## src/rtl/flag_unit_pkg.sv

```systemverilog
// Shared opcode encoding, flag bit positions, flag write masks and branch condition decode.
package flag_unit_pkg;

  localparam int unsigned OP_W     = 4;
  localparam int unsigned DATA_W   = 16;
  localparam int unsigned FLAG_W   = 3;
  localparam int unsigned Z_IDX    = 2;
  localparam int unsigned V_IDX    = 1;
  localparam int unsigned N_IDX    = 0;

  typedef enum logic [OP_W-1:0] {
    OP_ADD    = 4'b0000,
    OP_SUB    = 4'b0001,
    OP_XOR    = 4'b0010,
    OP_RED    = 4'b0011,
    OP_SLL    = 4'b0100,
    OP_SRA    = 4'b0101,
    OP_ROR    = 4'b0110,
    OP_PADDSB = 4'b0111,
    OP_LW     = 4'b1000,
    OP_SW     = 4'b1001,
    OP_LLB    = 4'b1010,
    OP_LHB    = 4'b1011,
    OP_B      = 4'b1100,
    OP_BR     = 4'b1101,
    OP_PCS    = 4'b1110,
    OP_HLT    = 4'b1111
  } op_e;

  // Which of {Z,V,N} an opcode is allowed to overwrite on commit.
  function automatic logic [FLAG_W-1:0] flag_wmask(input logic [OP_W-1:0] op);
    logic [FLAG_W-1:0] m;
    m = '0;
    case (op)
      OP_ADD, OP_SUB: begin
        m[Z_IDX] = 1'b1;
        m[V_IDX] = 1'b1;
        m[N_IDX] = 1'b1;
      end
      OP_XOR, OP_SLL, OP_SRA, OP_ROR: m[Z_IDX] = 1'b1;
      default: m = '0;
    endcase
    return m;
  endfunction

  // Branch condition code evaluated against a {Z,V,N} flag vector.
  function automatic logic cond_met(input logic [2:0] ccc, input logic [FLAG_W-1:0] f);
    logic z, v, n, t;
    z = f[Z_IDX];
    v = f[V_IDX];
    n = f[N_IDX];
    case (ccc)
      3'b000:  t = ~z;
      3'b001:  t = z;
      3'b010:  t = ~z & ~n;
      3'b011:  t = n;
      3'b100:  t = z | ~n;
      3'b101:  t = n | z;
      3'b110:  t = v;
      default: t = 1'b1;
    endcase
    return t;
  endfunction

endpackage

```

## src/rtl/flag_unit_if.sv

```systemverilog
// EX-stage to flag unit bundle: instruction/pipeline controls in, flag state out.
interface flag_unit_if;
  import flag_unit_pkg::*;

  logic                ex_valid;
  logic [OP_W-1:0]     ex_op;
  logic [DATA_W-1:0]   ex_result;
  logic                ex_ovfl;
  logic                stall;
  logic                flush;
  logic [FLAG_W-1:0]   F;
  logic [FLAG_W-1:0]   F_byp;
  logic                halted;

  modport master (
    output ex_valid, ex_op, ex_result, ex_ovfl, stall, flush,
    input  F, F_byp, halted
  );

  modport slave (
    input  ex_valid, ex_op, ex_result, ex_ovfl, stall, flush,
    output F, F_byp, halted
  );
endinterface

```

## src/rtl/flag_calc.sv

```systemverilog
// Combinational candidate flags {Z,V,N} and per-opcode write mask for the EX instruction.
module flag_calc
  import flag_unit_pkg::*;
(
  input  logic [OP_W-1:0]   op_i,
  input  logic [DATA_W-1:0] result_i,
  input  logic              ovfl_i,
  output logic [FLAG_W-1:0] flags_o,
  output logic [FLAG_W-1:0] wmask_o
);

  always_comb begin
    flags_o        = '0;
    flags_o[Z_IDX] = (result_i == DATA_W'(0));
    flags_o[V_IDX] = ovfl_i;
    flags_o[N_IDX] = result_i[DATA_W-1];
  end

  assign wmask_o = flag_wmask(op_i);

endmodule

```

## src/rtl/flag_unit.sv

```systemverilog
// Flag register with RUN/HALTED control; merges partial flag writes and exposes a bypass view.
module flag_unit
  import flag_unit_pkg::*;
(
  input  logic       clk,
  input  logic       rst,
  flag_unit_if.slave bus
);

  typedef enum logic {ST_RUN = 1'b0, ST_HALTED = 1'b1} state_e;

  state_e            state_q, state_d;
  logic [FLAG_W-1:0] f_q, f_d;
  logic [FLAG_W-1:0] calc_flags, calc_wmask;
  logic              commit;

  flag_calc u_calc (
    .op_i     (bus.ex_op),
    .result_i (bus.ex_result),
    .ovfl_i   (bus.ex_ovfl),
    .flags_o  (calc_flags),
    .wmask_o  (calc_wmask)
  );

  // Flush wins over stall; nothing commits once halted.
  always_comb begin
    commit  = bus.ex_valid & ~bus.stall & ~bus.flush & (state_q == ST_RUN);
    f_d     = f_q;
    state_d = state_q;
    if (commit) begin
      f_d = (f_q & ~calc_wmask) | (calc_flags & calc_wmask);
      if (bus.ex_op == OP_HLT) state_d = ST_HALTED;
    end
  end

  always_ff @(posedge clk) begin
    if (rst) begin
      f_q     <= '0;
      state_q <= ST_RUN;
    end else begin
      f_q     <= f_d;
      state_q <= state_d;
    end
  end

  assign bus.F      = f_q;
  assign bus.F_byp  = rst ? FLAG_W'(0) : f_d;
  assign bus.halted = (state_q == ST_HALTED);

endmodule

```

## src/flat_wrapper.sv

```systemverilog
// flat-port wrapper written by rule: the top's interface ports become plain ports
module flag_unit_flat import flag_unit_pkg::*;
  (clk, rst, bus_ex_valid, bus_ex_op, bus_ex_result, bus_ex_ovfl, bus_stall, bus_flush, bus_F, bus_F_byp, bus_halted);
  flag_unit_if bus_i ();
  input  logic clk;
  input  logic rst;
  input wire logic [$bits(bus_i.ex_valid)-1:0] bus_ex_valid;
  input wire logic [$bits(bus_i.ex_op)-1:0] bus_ex_op;
  input wire logic [$bits(bus_i.ex_result)-1:0] bus_ex_result;
  input wire logic [$bits(bus_i.ex_ovfl)-1:0] bus_ex_ovfl;
  input wire logic [$bits(bus_i.stall)-1:0] bus_stall;
  input wire logic [$bits(bus_i.flush)-1:0] bus_flush;
  output wire logic [$bits(bus_i.F)-1:0] bus_F;
  output wire logic [$bits(bus_i.F_byp)-1:0] bus_F_byp;
  output wire logic [$bits(bus_i.halted)-1:0] bus_halted;
  assign bus_i.ex_valid = bus_ex_valid;
  assign bus_i.ex_op = bus_ex_op;
  assign bus_i.ex_result = bus_ex_result;
  assign bus_i.ex_ovfl = bus_ex_ovfl;
  assign bus_i.stall = bus_stall;
  assign bus_i.flush = bus_flush;
  assign bus_F = bus_i.F;
  assign bus_F_byp = bus_i.F_byp;
  assign bus_halted = bus_i.halted;
  flag_unit u_core (.clk(clk), .rst(rst), .bus(bus_i));
endmodule
```

## config.mk

```make
export PLATFORM = sky130hd
export DESIGN_NAME = flag_unit_flat
export DESIGN_NICKNAME = d
export VERILOG_FILES = /design/src/rtl/flag_unit_pkg.sv /design/src/rtl/flag_unit_if.sv /design/src/rtl/flag_calc.sv /design/src/rtl/flag_unit.sv /design/src/flat_wrapper.sv
export SDC_FILE = /design/constraint.sdc
export NUM_CORES = 1
export LEC_CHECK = 0
export ABC_AREA = 1
export CAP_MARGIN = 20
export CELL_PAD_IN_SITES_DETAIL_PLACEMENT = 0
export CELL_PAD_IN_SITES_GLOBAL_PLACEMENT = 1
export CORE_UTILIZATION = 13
export CTS_CLUSTER_DIAMETER = 100
export DETAILED_ROUTE_END_ITERATION = 7
export GPL_TIMING_DRIVEN = 0
export PLACE_DENSITY_LB_ADDON = 0.1
export SLEW_MARGIN = 20
export SYNTH_ARGS = -nofsm -noshare
export SYNTH_HDL_FRONTEND = slang
export SYNTH_SLANG_ARGS = --single-unit
```

## constraint.sdc

```tcl
create_clock -name clk -period 1.1 [get_ports clk]
set_input_delay 0.22 -clock clk [delete_from_list [all_inputs] [get_ports clk]]
set_output_delay 0.22 -clock clk [all_outputs]
set_load 0.02 [all_outputs]
```

==> results.tsv <==
stage	metric	value	unit
run_status	status	finished, violations left	
run_status	violations	setup timing	
grt	grt_pass1_vias	374	
synthesis	ys_ff_latch	4	
timing	relSlewSlack	85.5	%
setup_path	worstPathMaxFanout	2	
grt	grt_max_degree	4	
layout	nFillCells	204	
floorplan	rows	15	
power	power.density	707	nW/um^2
synthesis	yosysMostFrequentCell	nor2_1	
clock_tree	post_cts_buffers	0	
setup_path	slowest_stage	clkdlybuf4s50_1	
setup_path	reg2reg_from	u_core.bus.halted$_SDFFE_PP0P_	
floorplan	design.core.area	1800	um^2
timing	rsz0062_at_grt	true	
synthesis	async_flop_share	0	%
setup_path	cp-start-kind	input port	
grt	grt_usage	9.44	%
setup_path	cp_common_cell	nand2_2	
route	initialDrtViolationCount	3	
clock_tree	clkTransAtPathRegs	0.04	ns
clock_tree	tritoncts	built	
synthesis	yosys-top-cells-area	dfxtp_1, nor2_1, nand2_1, nand2_2, inv_2	
synthesis	synth-edff-count	0	
clock_tree	cts_buffers	3	
synthesis	synth_cells	45	
grt	antenna_found_initial	0	
floorplan	initial_core_util	14.6	%
synthesis	synth_top_cell_by_area	dfxtp_1	
setup_path	cp-startpoint	bus_ex_op[0]	
placement	dp_hpwl	718	um
synthesis	ys.flop_type	dfxtp_1	
synthesis	yosysSeqAreaShare	30.5	%
setup_path	critical_path_class	in2out	
clock_tree	cts_sinks	4	
floorplan	die_w	47.0	um
timing	fin_crit	1.46	ns
setup_path	cp_slowest_stage_delay	0.40	ns
placement	numPortBuffers	32	
timing	fin_ws	-0.355	ns
timing	finalCritPeriodShare	132	%
power	power	0.478	mW
layout	syn2layout_area_growth	158	%
timing	max_freq	687	MHz
synthesis	synth_area_per_cell	5.84	um^2
layout	diodes	0	
clock_tree	cts_buffer_depth	2	
route	vias	390	
min_path	worst_hold_path_type	in2reg	
route	ant_nets	0	
setup_path	worst-r2r-setup-slack	0.15	ns
synthesis	yosysWarnings	0	
placement	place_congestion	0.598	
floorplan	die_area	2200	um^2
clock_tree	insertion_delay	0.24	ns
setup_path	path_cells	clkdlybuf4s50_1 -> nand2_1 -> inv_2 -> nor2_2 -> nand2_2 -> nand2_2 -> nand2_2 -> nor2_4 -> buf_6	
route	route.detailed.drc	0	
timing	worst_slew_pin_slew	0.216	ns
timing	worst_clock_skew	0.000649	ns
grt	grt_remaining_overflow	0	
synthesis	synth_nets	71	
synthesis	yosysUniqueCellTypes	12	
synthesis	netlist.area_leader.share	30.5	%
route	drt-pass1-iter-count	3	
min_path	hold_start	bus_ex_op[2]	
setup_path	endpoint_kind	output pin	
synthesis	syn-cell-area	263	um^2
route	wl_per_cell	8.13	um
floorplan	io-pin-count	33	
placement	dp.cells	102	
layout	drive_gt1_share	42.5	%
clock_tree	h-tree-depth	1	
job	cap_violations	0	
route	drt_wl_total	854	um
synthesis	synthTopCellsByCount	nor2_1, nand2_1, dfxtp_1, inv_2, nand2_2	
grt	grt_pass1_wl	1.44	mm
layout	layout.nets	108	
timing	slew_violations	0	
power	p_leak	0.297	nW
timing	whs	0.430	ns
timing	finalSetupViolCount	4	
timing	hold_violations	0	
floorplan	die_h	47.0	um
layout	instances_no_fill	105	
power	ir_drop	204	uV
route	vias_per_cell	3.71	
setup_path	worstPathArrival	1.24	ns
setup_path	required	0.88	ns
clock_tree	root_buffer	clkbuf_4	
[worst max-delay path, delay by kind of cell]
family / cells / cell delay (ns)
and+or+nand+nor: 6 / 0.47
buffers and inverters: 3 / 0.56
[repair_timing]
action	in CTS	in global routing
hold buffers	0	0
resized for setup	44	5
endpoints found under the setup margin	8	7
endpoints found under the hold margin	0	0
pin swaps	10	6
[worst paths after layout]
check,endpoint,cells after the start
min reg2reg,u_core.bus.halted$_SDFFE_PP0P_,2
max,bus_F_byp[2],9
min,u_core.bus.halted$_SDFFE_PP0P_,3
max reg2reg,u_core.bus.F[2]$_DFF_P_,6
[logic make-up (layout without fill, tap and decap cells)]
group / after synthesis / in the layout / share of synthesized area (%)
and+or+nand+nor: 30 / 30 / 51.9
DFF: 4 / 4 / 30.5
buffers and inverters: 7 / 42 / 10.0
AOI/OAI and AO/OA: 4 / 4 / 7.62
[registers in the layout (all words and copies together), names as in the netlist]
register / flops
u_core.bus.F: 3
u_core.bus.halted: 1
[cells in the final DEF (no fill, tap or decap)]
master / synthesis / final
clkdlybuf4s15_2: 0 / 1
clkinv_4: 0 / 1
nor2_1: 16 / 8
nand2_1: 8 / 5
buf_6: 0 / 3
dfxtp_2: 0 / 1
nand2_2: 3 / 5
inv_2: 4 / 4
nand2_4: 0 / 1
dlygate4sd2_1: 0 / 8
a21oi_1: 2 / 1
nor2_2: 0 / 7
nor2_4: 1 / 2
clkbuf_4: 0 / 3
clkbuf_2: 0 / 2
clkdlybuf4s50_1: 0 / 18
inv_1: 2 / 2
dfxtp_1: 4 / 3
nor3_2: 1 / 1
nand4_1: 1 / 1
o21ai_2: 0 / 2
a21oi_2: 0 / 1
[stage by stage]
| stage | area [um^2] | utilization, % | setup WS [ns] | setup TNS [ns] |
|---|---|---|---|---|
| finish | 677 | 37.6 | -0.355 | -0.985 |
| global placement | 628 | 34.9 | -0.950 | -3.64 |
| CTS | 681 | 37.8 | -0.384 | -1.16 |
| global route | 677 | 37.6 | -0.452 | -1.36 |
| detailed placement | 628 | 34.9 | -0.952 | -3.70 |
| floorplan | 277 | - | -0.0408 | -0.110 |
[report_power, final]
group          switching (mW)  leakage, nW  internal (mW)  total [mW]
logic                  0.0507        0.250         0.0908       0.141
registers             0.00146       0.0328          0.148       0.150
clock network          0.0651       0.0138          0.122       0.187
total                   0.117        0.297          0.361       0.478
[cell type report]
cell class / instances / area [um^2] / area share [%]
Tap cell: 25 / 31.3 / 4.62
Sequential cell: 4 / 81.3 / 12.0
Timing Repair Buffer: 32 / 305 / 45.1
Multi-Input combinational cell: 34 / 205 / 30.3
Clock buffer: 3 / 22.5 / 3.33
Inverter: 7 / 31.3 / 4.62
[layer usage]
layer	share of wire [%]	vias up	global-route usage (%)
li1	-	205	-
met1	42	160	10.6
met2	45	25	15.3
met3	12	0	2.69
met4	0	0	6.86
met5	0	-	0
Note: power is estimated with default switching activity, not from simulation.
